==> src/rtl/bcd_down_counter3_pkg.sv <==
// Shared definitions for the three-digit BCD down counter: FSM encoding,
// digit limits and the load-time digit clamp.
package bcd_down_counter3_pkg;

    typedef enum logic [1:0] {
        IDLE  = 2'd0,
        COUNT = 2'd1,
        DONE  = 2'd2
    } state_t;

    localparam int          DIGITS        = 3;
    localparam logic [3:0]  BCD_MAX_DIGIT = 4'd9;
    localparam logic [11:0] BCD_ZERO      = 12'd0;

    // Any digit above 9 is replaced by 9 so the counter never holds a non-BCD digit.
    function automatic logic [4*DIGITS-1:0] clamp_bcd(input logic [4*DIGITS-1:0] value);
        logic [4*DIGITS-1:0] result;
        result = value;
        for (int i = 0; i < DIGITS; i++) begin
            if (value[4*i +: 4] > BCD_MAX_DIGIT) begin
                result[4*i +: 4] = BCD_MAX_DIGIT;
            end else begin
                result[4*i +: 4] = value[4*i +: 4];
            end
        end
        return result;
    endfunction

endpackage

==> src/rtl/bcd_down_counter3_dec.sv <==
// One BCD digit of the decrement chain: subtracts the incoming borrow,
// wrapping 0 to 9 and passing a borrow on to the next digit.
module bcd_decrementer
    import bcd_down_counter3_pkg::*;
(
    input  logic [3:0] digit_in,
    input  logic       borrow_in,
    output logic [3:0] digit_out,
    output logic       borrow_out
);

    // Digit decrement with borrow generation
    always_comb begin
        digit_out  = digit_in;
        borrow_out = 1'b0;
        if (borrow_in) begin
            if (digit_in == 4'd0) begin
                digit_out  = BCD_MAX_DIGIT;
                borrow_out = 1'b1;
            end else begin
                digit_out  = digit_in - 4'd1;
                borrow_out = 1'b0;
            end
        end else begin
            digit_out  = digit_in;
            borrow_out = 1'b0;
        end
    end

endmodule

==> src/rtl/bcd_down_counter3.sv <==
// Three-digit BCD down counter with start/stop control, optional 000->999
// wrap, a busy flag and a one-cycle done pulse.
module bcd_down_counter3
    import bcd_down_counter3_pkg::*;
#(
    parameter bit WRAP = 1'b0
) (
    input  logic        clk,
    input  logic        reset,
    input  logic        start,
    input  logic        stop,
    input  logic        tick,
    input  logic [11:0] load_val,
    output logic [11:0] count,
    output logic        busy,
    output logic        done
);

    state_t              state_r;
    state_t              next_state_s;
    logic [4*DIGITS-1:0] count_r;
    logic [4*DIGITS-1:0] next_count_s;
    logic [4*DIGITS-1:0] dec_count_s;
    logic [4*DIGITS-1:0] loaded_s;
    logic [DIGITS:0]     borrow_s;
    logic                wrap_s;
    logic                busy_r;
    logic                done_r;

    assign loaded_s    = clamp_bcd(load_val);
    assign borrow_s[0] = tick;

    for (genvar g = 0; g < DIGITS; g++) begin : g_digit
        bcd_decrementer u_dec (
            .digit_in  (count_r[4*g +: 4]),
            .borrow_in (borrow_s[g]),
            .digit_out (dec_count_s[4*g +: 4]),
            .borrow_out(borrow_s[g+1])
        );
    end

    // Next-state and next-count selection with stop > start > tick priority
    always_comb begin
        next_state_s = state_r;
        next_count_s = count_r;
        wrap_s       = 1'b0;
        if (stop) begin
            next_state_s = IDLE;
        end else if (start) begin
            next_count_s = loaded_s;
            if ((loaded_s == BCD_ZERO) && (WRAP == 1'b0)) begin
                next_state_s = DONE;
            end else begin
                next_state_s = COUNT;
            end
        end else begin
            case (state_r)
                IDLE: begin
                    next_state_s = IDLE;
                end
                COUNT: begin
                    if (tick) begin
                        // A borrow out of the hundreds digit means the tick hit 000.
                        if (borrow_s[DIGITS]) begin
                            if (WRAP == 1'b1) begin
                                next_count_s = dec_count_s;
                                wrap_s       = 1'b1;
                            end else begin
                                next_state_s = DONE;
                            end
                        end else begin
                            next_count_s = dec_count_s;
                            if ((dec_count_s == BCD_ZERO) && (WRAP == 1'b0)) begin
                                next_state_s = DONE;
                            end else begin
                                next_state_s = COUNT;
                            end
                        end
                    end else begin
                        next_state_s = COUNT;
                    end
                end
                DONE: begin
                    next_state_s = IDLE;
                end
                default: begin
                    next_state_s = IDLE;
                end
            endcase
        end
    end

    // State, count and registered status flags
    always_ff @(posedge clk or posedge reset) begin
        if (reset) begin
            state_r <= IDLE;
            count_r <= BCD_ZERO;
            busy_r  <= 1'b0;
            done_r  <= 1'b0;
        end else begin
            state_r <= next_state_s;
            count_r <= next_count_s;
            busy_r  <= (next_state_s == COUNT);
            done_r  <= (next_state_s == DONE) || wrap_s;
        end
    end

    assign count = count_r;
    assign busy  = busy_r;
    assign done  = done_r;

endmodule

==> config.mk <==
export PLATFORM = sky130hd
export DESIGN_NAME = bcd_down_counter3
export DESIGN_NICKNAME = d
export VERILOG_FILES = /design/src/rtl/bcd_down_counter3_pkg.sv /design/src/rtl/bcd_down_counter3_dec.sv /design/src/rtl/bcd_down_counter3.sv
export SDC_FILE = /design/constraint.sdc
export NUM_CORES = 1
export LEC_CHECK = 0
export ABC_AREA = 1
export CORE_ASPECT_RATIO = 0.8
export CORE_UTILIZATION = 47
export DETAILED_ROUTE_END_ITERATION = 16
export PLACE_DENSITY_LB_ADDON = 0.25
export RECOVER_POWER = 100
export SYNTH_ARGS = -nofsm -noshare
export SYNTH_HDL_FRONTEND = slang
export SYNTH_HIERARCHICAL = 1
export SYNTH_SLANG_ARGS = --single-unit
==> constraint.sdc <==
create_clock -name clk -period 2.7 [get_ports clk]
set_input_delay 0.27 -clock clk [delete_from_list [all_inputs] [get_ports clk]]
set_output_delay 0.27 -clock clk [all_outputs]
set_load 0.01 [all_outputs]
==> results of run 1 <==
[flip-flops by register name, indices dropped and copies added, names as in the netlist]
| register | cells |
|---|---|
| done | 1 |
| state_r | 2 |
| count | 12 |
| busy | 1 |
[worst max path at each step]
stage                     endpoint
after floorplan           count[3]
after global placement    count[3]
after detailed placement  count[3]
after CTS                 count[3]
after global routing      count[0]
final                     count[3]
[final cells by class]
type | count | share of cell area, %
Clock buffer | 4 | 2.41
Multi-Input combinational cell | 121 | 40.1
Timing Repair Buffer | 34 | 22.0
Tap cell | 25 | 2.08
Inverter | 27 | 6.74
Sequential cell | 16 | 26.6
[per-stage QoR]
stage               cell area [um^2]  hold WS, ns  setup slack (ns)
global route                    1500        0.525             0.187
finish                          1500        0.481             0.370
floorplan                       1130        0.184             0.683
global placement                1470        0.514             0.356
detailed placement              1470        0.540             0.304
CTS                             1510        0.364             0.535
[cells by family after synthesis]
| logic type | after synthesis | synth area share, % |
|---|---|---|
| AOI/OAI and AO/OA | 33 | 17.1 |
| xor gates and xnor gates | 3 | 2.33 |
| and+or+nand+nor | 85 | 34.3 |
| buffers and inverters | 30 | 10.9 |
| DFF | 16 | 35.5 |
[placed cells by master, fill, tap and decap left out, drive strengths merged]
cell            n
a22oi           2
a31oi           2
buf             4
or2             2
nand4           3
o21ai          18
inv            27
o22ai           2
o31ai           1
nand2          49
a21oi           7
nor3            1
dlygate4sd3    15
nand3b          1
xor2            3
nor2           23
o211ai          1
nand3           6
dfrtp          16
clkbuf          4
clkdlybuf4s50  15
[layer usage]
layer  up-vias  track usage [%]  wire (um)
li1        599                -          -
met1       525             26.0       1280
met2        38             40.5       1280
met3         2             6.25        171
met4         0             7.32         22
met5         -                0          0
[report_power, final]
group | leakage (nW) | switching [mW] | internal [mW]
combinational | 0.494 | 0.172 | 0.145
clock | 0.0210 | 0.0791 | 0.0823
sequential | 0.201 | 0.0447 | 0.276
[critical path, stage by stage (launching register included)]
cell and delay, ns:
sky130_fd_sc_hd__dfrtp_1 0.45, sky130_fd_sc_hd__nor2_1 0.16, sky130_fd_sc_hd__inv_2 0.06, sky130_fd_sc_hd__nor2_4 0.11
sky130_fd_sc_hd__nand3_2 0.12, sky130_fd_sc_hd__nor2_4 0.19, sky130_fd_sc_hd__nand3_2 0.14, sky130_fd_sc_hd__nor2_4 0.13
sky130_fd_sc_hd__inv_1 0.06, sky130_fd_sc_hd__nand2_1 0.05, sky130_fd_sc_hd__o21ai_0 0.06, sky130_fd_sc_hd__nand2_1 0.36
sky130_fd_sc_hd__buf_4 0.23, sky130_fd_sc_hd__nand2_1 0.05, sky130_fd_sc_hd__o31ai_1 0.06
==> flow_results.org, run 1 <==
** Critical path
- Of all nets on the critical path, the largest fanout is 12.
- Launching element type of the critical path :: register
- The endpoint identified for the worst register-to-register timing path is count[3].
- Counting cells, the worst reg-to-reg path comes to 14.
- The worst setup path is captured at a register.
- For the worst setup path, the data arrival time is 2.53 ns.
- The most critical setup path has its startpoint at count[2].
- Data on the critical path is required at its endpoint by 2.90 ns.
- Reg-to-reg critical path startpoint :: count[2]
- The worst register-to-register path has a setup slack of 0.37 ns.
- Crit path kind :: reg2reg

** Finish
- Reg area :: 400 um^2
- Layout-stage area growth over the synthesis result :: 33.1%
- For this run, the share of the core covered by cells in the final layout is 67.9%.
- After filler insertion, the fill cell instance count of the layout stands at 192.
- The finished layout holds 227 standard cells, fillers aside.
- In the final design database the tool counted 220 nets.
- Layout cells sized above 1 :: 13.9%
- Summing all multi-input logic gate instances after layout gives 603 um^2.
- 0 antenna diodes ended up in the layout.

** Power
- In this run the power density over the cells is 532 nW/um^2.
- The design draws 799 uW.
- Max rail drop VDD :: 357 uV
- Leakage Power :: 0.716 nW

** Route
- DR vias :: 1164
- Drt pass-1 iters :: 4
- The count of nets left with antenna violations once routing finished came out at 0.
- Wires add up to 2.75 mm.
- Wire length per cell after detailed routing :: 12.1 um
- Vias per cell :: 5.13
- Starting DRC count in detailed routing :: 37
- Final routed DRC violation total :: 0

** Die
- Overall die area :: 2600 um^2
- Pin placement for this block handled 31 I/O pins.
- The floorplan has 15 rows.
- The initial utilization of the core area, before any placement, comes to 51.0%.
- The floorplan step set the die width to 56.8 um.
- Vertical die dimension :: 45.8 um
- The floorplan step defined a core boundary enclosing 2210 um^2.

** Synth
- The cell count after synthesis came out at 167.
- After synthesis the cells add up to 1130 um^2.
- Number of flops mapped to enable cells by yosys :: 0
- Summed over its instances, the top area cell type makes up 35.5% of the synthesized netlist area.
- Post-synth ARST share :: 100%
- The number of nets handed over by synthesis was 184.
- The netlist uses 25 different library cells.
- Yosys reg bits :: 16
- In this run the mean area of a mapped cell was 6.76 um^2.
- Fraction of the yosys area taken by sequential cells :: 35.5%
- The Yosys step of the flow raised 6 warnings.
- In the synthesized netlist the dominant register cell turns out to be sky130_fd_sc_hd__dfrtp_1.
- Counting instances in the post-synthesis netlist gives the leading cell types as 48 x sky130_fd_sc_hd__nand2_1, 20 x sky130_fd_sc_hd__nor2_1, 16 x sky130_fd_sc_hd__dfrtp_1, 16 x sky130_fd_sc_hd__inv_1.
- Summed over all instances, the cell type with the most area after synthesis is sky130_fd_sc_hd__dfrtp_1.
- Cell types occupying the most area after synthesis :: sky130_fd_sc_hd__dfrtp_1 35%, sky130_fd_sc_hd__nand2_1 16%, sky130_fd_sc_hd__nor2_1 6.7%
- Most common cell in the synthesized netlist :: sky130_fd_sc_hd__nand2_1

** Clocking
- TritonCTS clock tree :: built
- Hold buffer count at CTS :: 0
- The clock drives 16 sinks.
- Post CTS Setup Buffer Count :: 0
- Clock-pin slew was measured on the worst setup and hold paths at 0.10 ns.
- Clock Path Buffers :: 2
- Number of buffers inserted during clock tree synthesis :: 3
- Root buf cell :: sky130_fd_sc_hd__clkbuf_4
- Clk Latency, worst-skew pair :: 0.29 ns
- # H-tree levels :: 1
- # resized after CTS :: 0

** Timing
- Setup repair after global routing left no endpoint under its margin.
- In the final timing run, aggregate negative setup slack is 0 ns.
- The number of hold violations in the final report was 0.
- Setup violations remaining at the end of the flow were counted as 0.
- For the pin with the worst max-slew slack, the measured transition is 0.620 ns.
- The worst path in the final design needs a cycle of 2.33 ns, including I/O delays and setup.
- Max-slew headroom :: 58.6%
- The number of max-slew violations in the final report was 0.
- On the final layout, the worst clock skew is 0.00271 ns.
- Static timing analysis puts the maximum clock frequency at 429 MHz.
- After layout, the worst path uses 86.3% of the clock period.

** GRT
- Global routing used 22.3% of the available tracks across all layers.
- Number of antenna violations at the first check in global routing :: 0
- Entering global routing, the biggest net connects 17 pins.
- The first global-routing pass estimated 4.25 mm of wire.
- Vias in the first global route :: 1008
- For this run the aggregate overflow at the end of global routing stands at 0.

** Placed design
- Buffers placed on the I/O ports in this run total 30.
- Counting tap cells, the placed design contains a total of 223 instances.
- Total half-perimeter wirelength after legalization and detailed placement :: 2.13 mm
- Routability-driven placement finished with a final weighted congestion of 0.851.

** Worst hold path
- Worst Hold Class :: in2async

** Run status
- The run finished with clean final reports.

** Job
- The tool flagged a number of max-cap violations equal to 0.
No activity file was read; power rests on OpenSTA's default activity.
==> run 2, diff against run 1 <==
--- a/config.mk
+++ b/config.mk
@@ -6,8 +6,10 @@
 export NUM_CORES = 1
 export LEC_CHECK = 0
 export ABC_AREA = 1
+export CELL_PAD_IN_SITES_DETAIL_PLACEMENT = 2
+export CELL_PAD_IN_SITES_GLOBAL_PLACEMENT = 2
 export CORE_ASPECT_RATIO = 0.8
-export CORE_UTILIZATION = 47
+export CORE_UTILIZATION = 25
 export DETAILED_ROUTE_END_ITERATION = 16
 export PLACE_DENSITY_LB_ADDON = 0.25
 export RECOVER_POWER = 100
==> run 2 against run 1 <==
Clock power rose by 35%. Total power rose by 9.8%. Worst setup slack got worse by 0.018 ns. Largest power group is now combinational logic. Final area rose by 3.7%. Final cell count rose by 15%.
==> flow_results.org, run 2 (synthesized netlist as in run 1, its figures left out) <==
** Placed design
- Cell area after placement :: 1520 um^2 (+3.2%)
- The quantity of I/O buffers inserted on ports came to 30 (unchanged).
- The cell total after placement came to 256 (+15%).
- Total half-perimeter wirelength after legalization and detailed placement :: 3.19 mm (+49%)
- Placement Setup Slack :: 0.226 ns (-0.0776 ns)
- The final weighted congestion in routability-driven placement came to 0.774 (-9.0%).

** Route
- Drt pass-1 iters :: 4 (unchanged)
- Detailed-route wire length :: 3.96 mm (+44%)
- Wire length per cell after detailed routing :: 15.2 um (+26%)
- The detailed-route via count came to 1232 (+5.8%).
- The post-detailed-route via-to-cell ratio came to 4.74 (-7.6%).
- The initial DRC count was 29 (-22%).
- The post-route DRC violation count came to 0 (unchanged).
- The count of antenna-violating nets left after detailed routing is 0 (unchanged).

** Worst hold path
- Start point of the worst min-delay path :: count[9]
- The worst hold path terminates at count[9].
- Depth of the worst hold-timing path :: 2
- Worst Hold Class :: reg2reg

** Die
- Effective utilization at floorplan :: 26.5% (-24 points)
- Vertical die dimension :: 62.1 um (+35%)
- The number of rows in the core area came to 21 (+6).
- The chip width came to 77.1 um (+36%).
- The area of the core is 4260 um^2 (+92%).
- The full die area is 4790 um^2 (+84%).
- The number of top-level pins was 31 (unchanged).

** Critical path
- The critical path's largest stage delay is 0.43 ns (-0.02 ns).
- Reg2Reg Capture Point :: count[8]
- In this design, the largest share of critical-path delay is due to simple AND/OR/NAND/NOR gates.
- The critical path in this run is classified as reg2reg.
- Launching element type of the critical path :: register
- Req. time, crit path :: 2.87 ns (-0.03 ns)
- CP Buf/Inv Count :: 3 (unchanged)
- Worst-path cell chain :: nor2_1 -> inv_2 -> nor2_4 -> nand3_2 -> nor2_4 -> nand3_1 -> nor2_4 -> inv_1 -> nand2_1 -> o21ai_1 -> nand2_2 -> clkbuf_1 -> nand2_1 -> o21ai_1
- Largest fanout on the critical path :: 15 (+3)
- Setup slack of the worst register-to-register path :: 0.35 ns (-0.02 ns)
- The cell count of the worst reg-to-reg path is 14 (unchanged).
- Cell with the largest stage delay on the worst path :: sky130_fd_sc_hd__dfrtp_1
- Counting stages on the worst path, the most repeated cell is sky130_fd_sc_hd__nor2_4.
- Endpoint type of the worst setup path :: register
- The signal arrival time at the worst endpoint is 2.52 ns (about the same).
- Reg-to-reg critical path startpoint :: count[2]

** Finish
- Compared with the post-synthesis result, the final layout area differs by 38.1%.
- The final-layout fill cell count is 526 (+170%).
- Multi-input logic area :: 601 um^2 (-0.41%)
- The count of nets after finishing is 221 (+0.45%).
- Layout cells sized above 1 :: 13.3% (-0.56 points)
- Count of placed standard cells in the final layout, fillers left out :: 260 (+15%)
- The top cell types in the final layout, fill and taps aside, are 48 x sky130_fd_sc_hd__nand2_1, 20 x sky130_fd_sc_hd__nor2_1, 16 x sky130_fd_sc_hd__inv_1, 16 x sky130_fd_sc_hd__dfrtp_1.
- Reg area :: 400 um^2 (unchanged)
- The number of diodes is 0 (unchanged).
- Leading cell type in the layout, fill and taps excluded :: sky130_fd_sc_hd__nand2_1
- Flip-flop count of the largest register after layout :: 12 (unchanged)
- Post-route cell area :: 1560 um^2 (+3.7%)

** Timing
- RSZ-0062 raised after global routing :: no
- Minimum clock period after layout :: 2.35 ns (+0.0179 ns)
- The setup total negative slack was 0 ns (unchanged).
- Finish-stage setup viols :: 0 (unchanged)
- Post-layout worst setup margin :: 0.352 ns (-0.0179 ns)
- The fmax came to 426 MHz (-0.76%).
- Final hold vios :: 0 (unchanged)
- The post-route clock period utilization was 86.9% (+0.66 points).
- Worst Clk Skew :: 0.00102 ns (-0.00170 ns)
- Max-slew headroom :: 53.2% (-5.4 points)
- The slew at the pin closest to its max-slew limit came to 0.701 ns (+0.0809 ns).
- Count of pins over their slew limit :: 0 (unchanged)

** Power
- The total power divided by cell area came to 563 nW/um^2 (+5.9%).
- The total power was 878 uW (+9.8%).
- Max rail drop VDD :: 221 uV (-38%)
- Leakage Power :: 0.722 nW (+0.78%)

** GRT
- All-layer global routing usage :: 18.9% (-3.4 points)
- Largest net degree at the start of global routing :: 17 (unchanged)
- Wire length of the first global-routing pass :: 6.71 mm (+58%)
- Vias in the first global route :: 1333 (+32%)
- Congestion Overflow GR :: 0 (unchanged)
- The initial antenna violation count was 0 (unchanged).

** Job
- Number of max-cap violations :: 0 (unchanged)

** Clocking
- The number of buffers on the longest clock path came to 2 (unchanged).
- The number of gates resized after cts was 0 (unchanged).
- TritonCTS built the clock tree.
- The number of hold buffers added after cts came to 0 (unchanged).
- TritonCTS Sinks :: 16 (unchanged)
- # H-tree levels :: 1 (unchanged)
- The root buffer cell chosen for the clock tree is sky130_fd_sc_hd__clkbuf_8.
- Clk pin slew, worst setup/hold paths :: 0.07 ns (-0.03 ns)
- The clock network latency to the later pin of the worst-skew pair came to 0.25 ns (-0.04 ns).
- The number of buffers inserted during clock tree synthesis is 3 (unchanged).
- Post CTS Setup Buffer Count :: 0 (unchanged)

** Run status
- The run finished with clean final reports.
## run 2: cell types whose count changed in the layout (fill, tap and decap cells not counted), sizes merged
cell / change
clkbuf: +2
buf: -1
## run 2: power breakdown
group	switching (mW)	leakage [nW]	internal (mW)
clock network	0.0888	0.0288	0.129
registers	0.0457	0.201	0.276
logic	0.193	0.492	0.145
## run 2: worst max path at each step
| stage | from | to | slack, ns | cells past startpoint |
|---|---|---|---|---|
| 2_1_floorplan | count[3] | count[3] | 0.68 | 14 |
| 3_3_place_gp | tick | done | 0.32 | 14 |
| 3_5_place_dp | tick | count[5] | 0.23 | 14 |
| 4_1_cts | count[2] | count[5] | 0.41 | 14 |
| 5_1_grt | count[2] | count[8] | 0.1 | 14 |
| 6_report | count[2] | count[8] | 0.35 | 14 |
## run 2: area by class of cell
type | instances | area share, %
multi-input cells | 121 | 38.5
flip-flops and latches | 16 | 25.7
repair buffers | 35 | 21.2
inverters | 27 | 6.50
well taps | 57 | 4.57
clock buffers | 4 | 3.53
## run 2: worst min-delay path: cells and delay by family (launching register included)
kind             cells  cell delay, ns
flip-flops           1            0.39
AND/OR/NAND/NOR      2            0.13
## run 2: metal layers
metal / part of all wire (%) / track usage [%] / vias up
met5: 0 / 0 / -
met4: 0.48 / 2.70 / 0
met3: 3.7 / 3.50 / 2
met2: 49 / 36.0 / 23
met1: 46 / 23.2 / 599
li1: - / - / 608
## run 2: stage by stage
stage / utilization [%] / hold WS [ns]
final: 36.6 / 0.543
after global placement: 35.6 / 0.519
after CTS: 36.9 / 0.453
after detailed placement: 35.6 / 0.543
after floorplan: - / 0.184
after global routing: 36.6 / 0.569
==> run 3, diff against run 2 <==
--- a/config.mk
+++ b/config.mk
@@ -6,6 +6,7 @@
 export NUM_CORES = 1
 export LEC_CHECK = 0
 export ABC_AREA = 1
+export CAP_MARGIN = 5
 export CELL_PAD_IN_SITES_DETAIL_PLACEMENT = 2
 export CELL_PAD_IN_SITES_GLOBAL_PLACEMENT = 2
 export CORE_ASPECT_RATIO = 0.8
==> results of run 3 <==
The final DEF is identical to that of run 2; final timing and power are the same.
